## config.mk

```make
export PLATFORM = sky130hd
export DESIGN_NAME = serial_tx
export DESIGN_NICKNAME = d
export VERILOG_FILES = /design/src/rtl/serial_tx.sv
export SDC_FILE = /design/constraint.sdc
export NUM_CORES = 1
export LEC_CHECK = 0
export BUFFER_PORTS_ARGS = -buffer_cell sky130_fd_sc_hd__buf_2
export CAP_MARGIN = 20
export CORE_UTILIZATION = 26
export CTS_BUF_LIST = sky130_fd_sc_hd__clkbuf_4 sky130_fd_sc_hd__clkbuf_8
export CTS_CLUSTER_SIZE = 40
export DETAILED_ROUTE_END_ITERATION = 16
export GPL_TIMING_DRIVEN = 0
export PLACE_DENSITY = 0.53
export REMOVE_ABC_BUFFERS = 1
export SLEW_MARGIN = 10
export SYNTH_ARGS = -nofsm -noshare
export SYNTH_HDL_FRONTEND = slang
export SYNTH_SLANG_ARGS = --single-unit
```

## constraint.sdc

```tcl
create_clock -name clk -period 6.15 [get_ports clk]
set_clock_uncertainty 0.15 [all_clocks]
set_input_delay 1.23 -clock clk [delete_from_list [all_inputs] [get_ports clk]]
set_output_delay 1.23 -clock clk [all_outputs]
set_load 0.02 [all_outputs]
```

## src/rtl/serial_tx.sv

```systemverilog
// Byte-wide to serial transmitter: 8 data bits, LSB first, 1 or 2 stop bits.
// Pulls bytes from a registered upstream buffer with a two-cycle DataNext pulse per byte.
module serial_tx #(
  parameter int BITTIME   = 16,
  parameter int STOP_BITS = 1
) (
  input  logic       clk,
  input  logic       rst,
  input  logic       DataAvail,
  input  logic [7:0] DataVal,
  input  logic       txEnable,
  output logic       DataNext,
  output logic       txd,
  output logic       busy
);

  localparam int CW = (BITTIME > 1) ? $clog2(BITTIME) : 1;
  localparam logic [CW-1:0] BAUD_LAST = CW'(BITTIME - 1);
  localparam logic STOP_LAST = (STOP_BITS == 2);

  typedef enum logic [1:0] {IDLE, START, DATA, STOP} stateT;

  stateT         state, stateNext;
  logic [CW-1:0] baudCnt, baudNext;
  logic [2:0]    bitIdx, bitNext;
  logic          stopIdx, stopNext;
  logic [7:0]    shiftReg, shiftNext;
  logic          txdNext, busyNext, consumeNext;
  logic          bitEnd;

  assign bitEnd = (baudCnt == BAUD_LAST);

  always_ff @(posedge clk) begin
    if (rst) begin
      state    <= IDLE;
      baudCnt  <= '0;
      bitIdx   <= '0;
      stopIdx  <= 1'b0;
      shiftReg <= '0;
      txd      <= 1'b1;
      busy     <= 1'b0;
      DataNext <= 1'b0;
    end else begin
      state    <= stateNext;
      baudCnt  <= baudNext;
      bitIdx   <= bitNext;
      stopIdx  <= stopNext;
      shiftReg <= shiftNext;
      txd      <= txdNext;
      busy     <= busyNext;
      DataNext <= consumeNext;
    end
  end

  // Outputs are computed one cycle ahead so every port comes straight from a flop.
  always_comb begin
    stateNext   = state;
    baudNext    = baudCnt + CW'(1);
    bitNext     = bitIdx;
    stopNext    = stopIdx;
    shiftNext   = shiftReg;
    txdNext     = txd;
    busyNext    = busy;
    consumeNext = 1'b0;

    case (state)
      IDLE: begin
        baudNext = '0;
        txdNext  = 1'b1;
        busyNext = 1'b0;
        if (DataAvail && txEnable) begin
          stateNext   = START;
          shiftNext   = DataVal;
          txdNext     = 1'b0;
          busyNext    = 1'b1;
          consumeNext = 1'b1;
          bitNext     = '0;
          stopNext    = 1'b0;
        end
      end

      START: begin
        // Second DataNext cycle; the pulse ends once the baud counter has advanced.
        consumeNext = (baudCnt == '0);
        if (bitEnd) begin
          baudNext  = '0;
          stateNext = DATA;
          txdNext   = shiftReg[0];
        end
      end

      DATA: begin
        if (bitEnd) begin
          baudNext = '0;
          if (bitIdx == 3'd7) begin
            stateNext = STOP;
            txdNext   = 1'b1;
          end else begin
            shiftNext = {1'b0, shiftReg[7:1]};
            txdNext   = shiftReg[1];
            bitNext   = bitIdx + 3'd1;
          end
        end
      end

      STOP: begin
        if (bitEnd) begin
          baudNext = '0;
          if (stopIdx == STOP_LAST) begin
            stateNext = IDLE;
            busyNext  = 1'b0;
            txdNext   = 1'b1;
          end else begin
            stopNext = 1'b1;
          end
        end
      end

      default: stateNext = IDLE;
    endcase
  end

endmodule

```

==> results.json, run 1 <==
{
  "status": "completed",
  "crit_buf_inv": 1,
  "grt_pass1_vias": 762,
  "ff2ff_path_depth": 5,
  "diodes": 0,
  "synth_top_family_by_area": "simple AND/OR/NAND/NOR gates",
  "num_vias": 855,
  "n_fill_cell": 436,
  "postRouteAntennaNets": 0,
  "maxSlewViolCount": 0,
  "cts_tree": "built",
  "ys_ff_latch": 20,
  "ios": 15,
  "crit_chain": "buf_2, and3_1, o2bb2ai_1, mux2_2",
  "cts_setup_buffers": 0,
  "hold_violations": 0,
  "netlist_area_um2": 1100,
  "ys_types": 35,
  "cp-startpoint": "DataAvail",
  "worst_pin_slew_ns": 0.704,
  "grt-ovfl-total": 0,
  "wl_per_cell_um": 11.9,
  "power.leakage_nw": 0.503,
  "timing.fmax_ghz": 0.400,
  "maxSlewHeadroom": 0.531,
  "wl_mm": 2.16,
  "crit_type": "input port to register",
  "cts.clk_slew.worst_paths_ns": 0.07,
  "dr.pass1.iters": 3,
  "synth_compound_area_frac": 0.134,
  "root_buffer": "clkbuf_8",
  "synth_warnings": 0,
  "worst_r2r_endpoint": "shiftReg[5]",
  "synth_top_area_share": 0.363,
  "yosys.area_share.simple": 0.207,
  "ctsHtreeMaxLevel": 1,
  "dp_hpwl_mm": 1.58,
  "synthXorXnorAreaFrac": 0.0159,
  "synthToLayoutAreaGrowth_pct": 14.9,
  "synthAdderAreaFrac": 0.0907,
  "clock_sinks": 20,
  "grt_setup_unrepaired": "no",
  "met3_usage": 0.0236,
  "total_power_w": 0.000433,
  "worstPathMaxFanout": 6,
  "synth_top_area_cell": "dfxtp_1",
  "ys_seq_area_frac": 0.363,
  "cts_resized": 0,
  "antenna_found_initial": 0,
  "hold_buffers": 0,
  "fin_hold_ws_ns": 0.328,
  "core_region_area_um2": 4030,
  "row_count": 23,
  "syn_avg_cell_area_um2": 9.35,
  "dr.first_iter.drc_count": 26,
  "post-route-drc-count": 0,
  "min_path_type": "register to register",
  "rrSetupSlack_ns": 3.80,
  "cp.required_ns": 6.16,
  "insertion_delay_ns": 0.26,
  "synthCells": 118,
  "synthMuxAreaShare": 0.144,
  "portBuffers": 14,
  "stdcell_count": 181,
  "startpoint_type": "input port",
  "initial_core_util": 0.274,
  "layout_worst_path_cycle_share": 0.406,
  "maxCapViolCount": 0,
  "place_inst": 177,
  "setup_tns_ns": 0,
  "min_period_ns": 2.50,
  "r2r_start": "state[0]",
  "cp.arrival_ns": 2.50,
  "die_y_um": 67.2,
  "p_per_area_nw_per_um2": 342,
  "max_stage_delay_ns": 0.53,
  "slowest_stage": "o2bb2ai_1",
  "grt_pass1_wl_mm": 3.46,
  "drive_gt1_frac": 0.206,
  "grt_usage": 0.107,
  "clk_path_buf_depth": 2,
  "grt.met2_usage": 0.173,
  "numCtsBuffers": 3,
  "worst-path-stages": 4,
  "grt_max_degree": 30,
  "die_w_um": 67.2,
  "ir_drop_v": 0.0000819,
  "via_per_inst": 4.72,
  "critPathCapture": "shiftReg[5]",
  "yosys-top-cells-area": "dfxtp_1, ha_1, mux2i_1",
  "grt_util_met1": 0.122,
  "place_congestion": 0.761,
  "top_usage_layer": "met2",
  "cp_top_family": "compound AO/OA/AOI/OAI gates",
  "layout.nets": 152,
  "worstSetupEndpointType": "register",
  "dieArea_um2": 4510,
  "regArea_um2": 400,
  "finalSetupViolations": 0,
  "multiInputGateArea_um2": 653
}
report_power, final:
| group | switching, W | internal [W] |
|---|---|---|
| combinational | 0.0000861 | 0.0000770 |
| clock | 0.0000449 | 0.0000571 |
| sequential | 0.0000146 | 0.000154 |
| total | 0.000146 | 0.000288 |
layout by cell type (no fill, tap or decap), types with 3 or more instances in the layout:
master,instances
a211oi_1,3
buf_2,14
clkbuf_8,4
nand2_1,3
ha_1,8
mux2i_1,8
nand2b_1,7
dfxtp_1,20
nor2_1,13
mux2_2,7
inv_1,7
nand3_1,3
nor2b_1,9
synthesized netlist by cell type:
cell       instances
dfxtp_1           20
nor2_1            13
nor2b_1            9
ha_1               8
mux2i_1            8
inv_1              7
mux2_2             7
nand2b_1           7
a211oi_1           3
clkbuf_1           3
nand2_1            3
nand3_1            3
a31oi_1            2
and3_1             2
o21ai_0            2
o32ai_1            2
a2111o_1           1
a21boi_0           1
a21oi_1            1
a221o_1            1
a221oi_1           1
a2bb2oi_1          1
a311o_1            1
and4b_1            1
buf_2              1
buf_4              1
nand4b_1           1
nor3_1             1
o22ai_1            1
o2bb2ai_1          1
o311ai_0           1
or2_2              1
or3_4              1
xnor2_1            1
xor2_1             1
how the worst min path moves through the flow:
stage	start	to	slack, ns	depth (start not counted)
2_1_floorplan	baudCnt[0]	baudCnt[0]	0.28	1
3_3_place_gp	baudCnt[0]	baudCnt[0]	0.30	1
3_5_place_dp	baudCnt[0]	baudCnt[0]	0.32	1
4_1_cts	baudCnt[0]	baudCnt[0]	0.34	1
5_1_grt	bitIdx[2]	bitIdx[2]	0.35	2
6_report	baudCnt[0]	baudCnt[0]	0.33	1
logic make-up (layout without fill, tap and decap cells):
| group | after synthesis | after routing |
|---|---|---|
| adder cells (fa/ha/maj) | 8 | 8 |
| flip-flops | 20 | 20 |
| XOR/XNOR | 2 | 2 |
| multiplexers | 15 | 15 |
| buffers and inverters | 12 | 25 |
| AO/OA/AOI/OAI | 19 | 19 |
| AND/OR/NAND/NOR | 42 | 42 |
metal layers:
layer / vias up / wire [µm]
met2: 15 / 972
met5: - / 0
met4: 0 / 68
met1: 392 / 1040
li1: 443 / -
met3: 5 / 82
cell type report:
class,instances,area share
repair buffers,14,0.0553
clock buffers,4,0.0434
inverters,7,0.0207
multi-input cells,86,0.515
flip-flops and latches,20,0.316
well taps,50,0.0494
flip-flops by register name, summed over array words and instances (netlist names):
name	cells
DataNext	1
txd	1
shiftReg	8
bitIdx	3
baudCnt	4
busy	1
state	2
stage by stage:
stage               utilization  setup slack (ns)  area, µm²
floorplan                     -              3.72       1080
global placement          0.301              3.41       1210
detailed placement        0.301              3.37       1210
CTS                       0.315              3.66       1270
global route              0.315              3.61       1270
finish                    0.315              3.65       1270
No activity file was read; power rests on OpenSTA's default activity.
==> inputs of run 2 (changes only) <==
Settings changed: ABC_AREA set to 1.
Clock period 6.15 ns to 2.55 ns, I/O delays scaled along.
==> run 2 against run 1 <==
  * Total power rose to 2.9 times the previous value
  * Hold slack worse by 0.039 ns
  * Wire length down 3.9%
  * Sequential share of layout area down 0.97 points
  * Final cell count up 29%
  * Critical path depth up 5
==> results.json, run 2 <==
{
  "synth_top_area_share": 0.345,
  "slowest_stage": "dfxtp_1",
  "synthAdderAreaFrac": 0.0862,
  "syn_avg_cell_area_um2": 6.87,
  "num_vias": 943,
  "grt-ovfl-total": 0,
  "synth_compound_area_frac": 0.0625,
  "synth_warnings": 0,
  "dieArea_um2": 4740,
  "synth_top_area_cell": "dfxtp_1",
  "row_count": 23,
  "sequentialPowerShare": 0.343,
  "grt_max_degree": 20,
  "hold_violations": 0,
  "synthMuxAreaShare": 0,
  "hold_buffers": 0,
  "swShare": 0.417,
  "clk_path_buf_depth": 2,
  "antenna_found_initial": 0,
  "power_frac_comb": 0.459,
  "ff2ff_path_depth": 9,
  "layout.nets": 204,
  "ir_drop_v": 0.000250,
  "largest-register": "shiftReg",
  "min_path_type": "input port to register",
  "reg.largest.list": "shiftReg: 8 flops, baudCnt: 4 flops, bitIdx: 3 flops",
  "power.share.clock": 0.198,
  "max_stage_delay_ns": 0.39,
  "drive_gt1_frac": 0.153,
  "synthTopCellsByCount": "nand2_1, nor2_1, inv_1, dfxtp_1",
  "grt_pass1_wl_mm": 3.52,
  "fin_area_um2": 1310,
  "stdcell_count": 233,
  "cts_resized": 0,
  "synthCells": 169,
  "post-route-drc-count": 0,
  "min_period_ns": 1.83,
  "cts_tree": "built",
  "status": "completed",
  "yosys.area_share.simple": 0.369,
  "maxSlewViolCount": 0,
  "insertion_delay_ns": 0.26,
  "synth_edf_count": 0,
  "startpoint_type": "register",
  "core_region_area_um2": 4140,
  "initial_core_util": 0.280,
  "via_per_inst": 4.05,
  "whs_endpoint": "busy",
  "ys_types": 19,
  "rrSetupSlack_ns": 0.72,
  "layout_worst_path_cycle_share": 0.718,
  "worstHoldStart": "rst",
  "ios": 15,
  "worstPathMaxFanout": 19,
  "dpl_cell_area_um2": 1250,
  "layout_commonest_cell": "nand2_1",
  "power.leakage_nw": 0.674,
  "clock_sinks": 20,
  "die_y_um": 68.8,
  "n_fill_cell": 466,
  "switchingPower_w": 0.000528,
  "dp_hpwl_mm": 1.47,
  "postRouteAntennaNets": 0,
  "die_w_um": 68.8,
  "async_flop_share": 0,
  "yosys-top-cells-area": "dfxtp_1, nand2_1, nor2_1",
  "ys_seq_area_frac": 0.345,
  "root_buffer": "clkbuf_8",
  "netlist_area_um2": 1160,
  "crit_chain": "inv_1, ha_1, inv_6, nand2_4, nand2_4, nand3_4, nand2_1, nand2_1, nor2_1",
  "largest_reg_flops": 8,
  "final_cell_mix": "nand2_1, nor2_1, inv_1",
  "cts.clk_slew.worst_paths_ns": 0.08,
  "hold_path_depth": 2,
  "finalSetupViolations": 0,
  "cts_setup_buffers": 0,
  "timing.fmax_ghz": 0.547,
  "grt_usage": 0.103,
  "p_per_area_nw_per_um2": 969,
  "synth_top_family_by_area": "simple AND/OR/NAND/NOR gates",
  "maxCapViolCount": 0,
  "worstSetupEndpointType": "register",
  "wl_per_cell_um": 8.91,
  "portBuffers": 14,
  "place_inst": 229,
  "dr.pass1.iters": 4,
  "ctsHtreeMaxLevel": 1,
  "maxSlewHeadroom": 0.679,
  "grt_pass1_vias": 823,
  "synthToLayoutAreaGrowth_pct": 12.6,
  "cp.required_ns": 2.61,
  "worst_pin_slew_ns": 0.480,
  "diodes": 0,
  "synthXorXnorAreaFrac": 0.00754,
  "grt_setup_unrepaired": "no",
  "crit_type": "register to register",
  "wl_mm": 2.08,
  "yosysMostFrequentCell": "nand2_1",
  "place_congestion": 0.718,
  "ys_ff_latch": 20,
  "r2r_start": "state[0]",
  "p_int_w": 0.000739,
  "numCtsBuffers": 3,
  "setup_tns_ns": 0,
  "cp.arrival_ns": 1.89,
  "fin_util": 0.316,
  "dr.first_iter.drc_count": 42,
  "worst_r2r_endpoint": "shiftReg[0]",
  "synth_flop_cell": "dfxtp_1"
}
run 2: cell count changes after synthesis, sizes merged, moves of 6 or more:
cell	before	now
mux2	7	0
nand2	3	54
mux2i	8	0
nor2b	9	0
nor2	13	28
inv	7	28
nand2b	7	0
o21ai	2	8
run 2: cell families (layout without fill, tap and decap cells):
kind of cell	count (synthesis)	after routing
DFF	20	20
AOI/OAI and AO/OA	14	14
xor gates and xnor gates	1	1
adders and majority gates	8	8
and+or+nand+nor	94	94
buffers and inverters	32	46
run 2: worst max-delay path: cells and delay by family, from the launching register on:
kind	cells	cell delay [ns]
simple gates	6	0.59
flops	1	0.39
fa+ha+maj	1	0.36
buf+inv	2	0.27
run 2: area by class of cell:
type	count	area, µm²	area share
clock buffers	4	55.1	0.0421
inverters	28	110	0.0842
multi-input cells	117	609	0.466
flip-flops and latches	20	400	0.306
well taps	50	62.6	0.0478
repair buffers	14	70.1	0.0536
run 2: worst max path at each step:
stage                     startpoint     endpoint  cells after the start
after floorplan             state[0]    bitIdx[2]                      8
after global placement      state[0]  shiftReg[1]                      8
after detailed placement    state[0]  shiftReg[6]                      8
after CTS                   state[0]  shiftReg[0]                      9
after global routing        state[0]    bitIdx[0]                      9
final                       state[0]  shiftReg[0]                      9
run 2: metal layers:
layer / routed length [µm] / vias up / track usage / part of all wire
met4: 62 / 0 / 0.0689 / 0.030
met3: 66 / 5 / 0.0197 / 0.032
met2: 822 / 11 / 0.151 / 0.40
met1: 1120 / 388 / 0.135 / 0.54
met5: 0 / - / 0 / 0
li1: - / 539 / - / -
run 2: power groups by stage:
| stage | Clock [W] | Sequential [W] | Combinational [W] |
|---|---|---|---|
| CTS | 0.000258 | 0.000435 | 0.000590 |
| floorplan | 0 | 0.000449 | 0.000467 |
| global placement | 0 | 0.000441 | 0.000587 |
| detailed placement | 0 | 0.000442 | 0.000586 |
| finish | 0.000251 | 0.000434 | 0.000582 |
| global route | 0.000277 | 0.000446 | 0.000669 |
run 2: stage by stage:
stage / setup slack, ns / hold WS [ns] / power [W]
2_1_floorplan: 0.941 / 0.280 / 0.000917
3_3_place_gp: 0.719 / 0.297 / 0.00103
3_5_place_dp: 0.731 / 0.307 / 0.00103
4_1_cts: 0.712 / 0.285 / 0.00128
5_1_grt: 0.529 / 0.283 / 0.00139
6_report: 0.720 / 0.288 / 0.00127
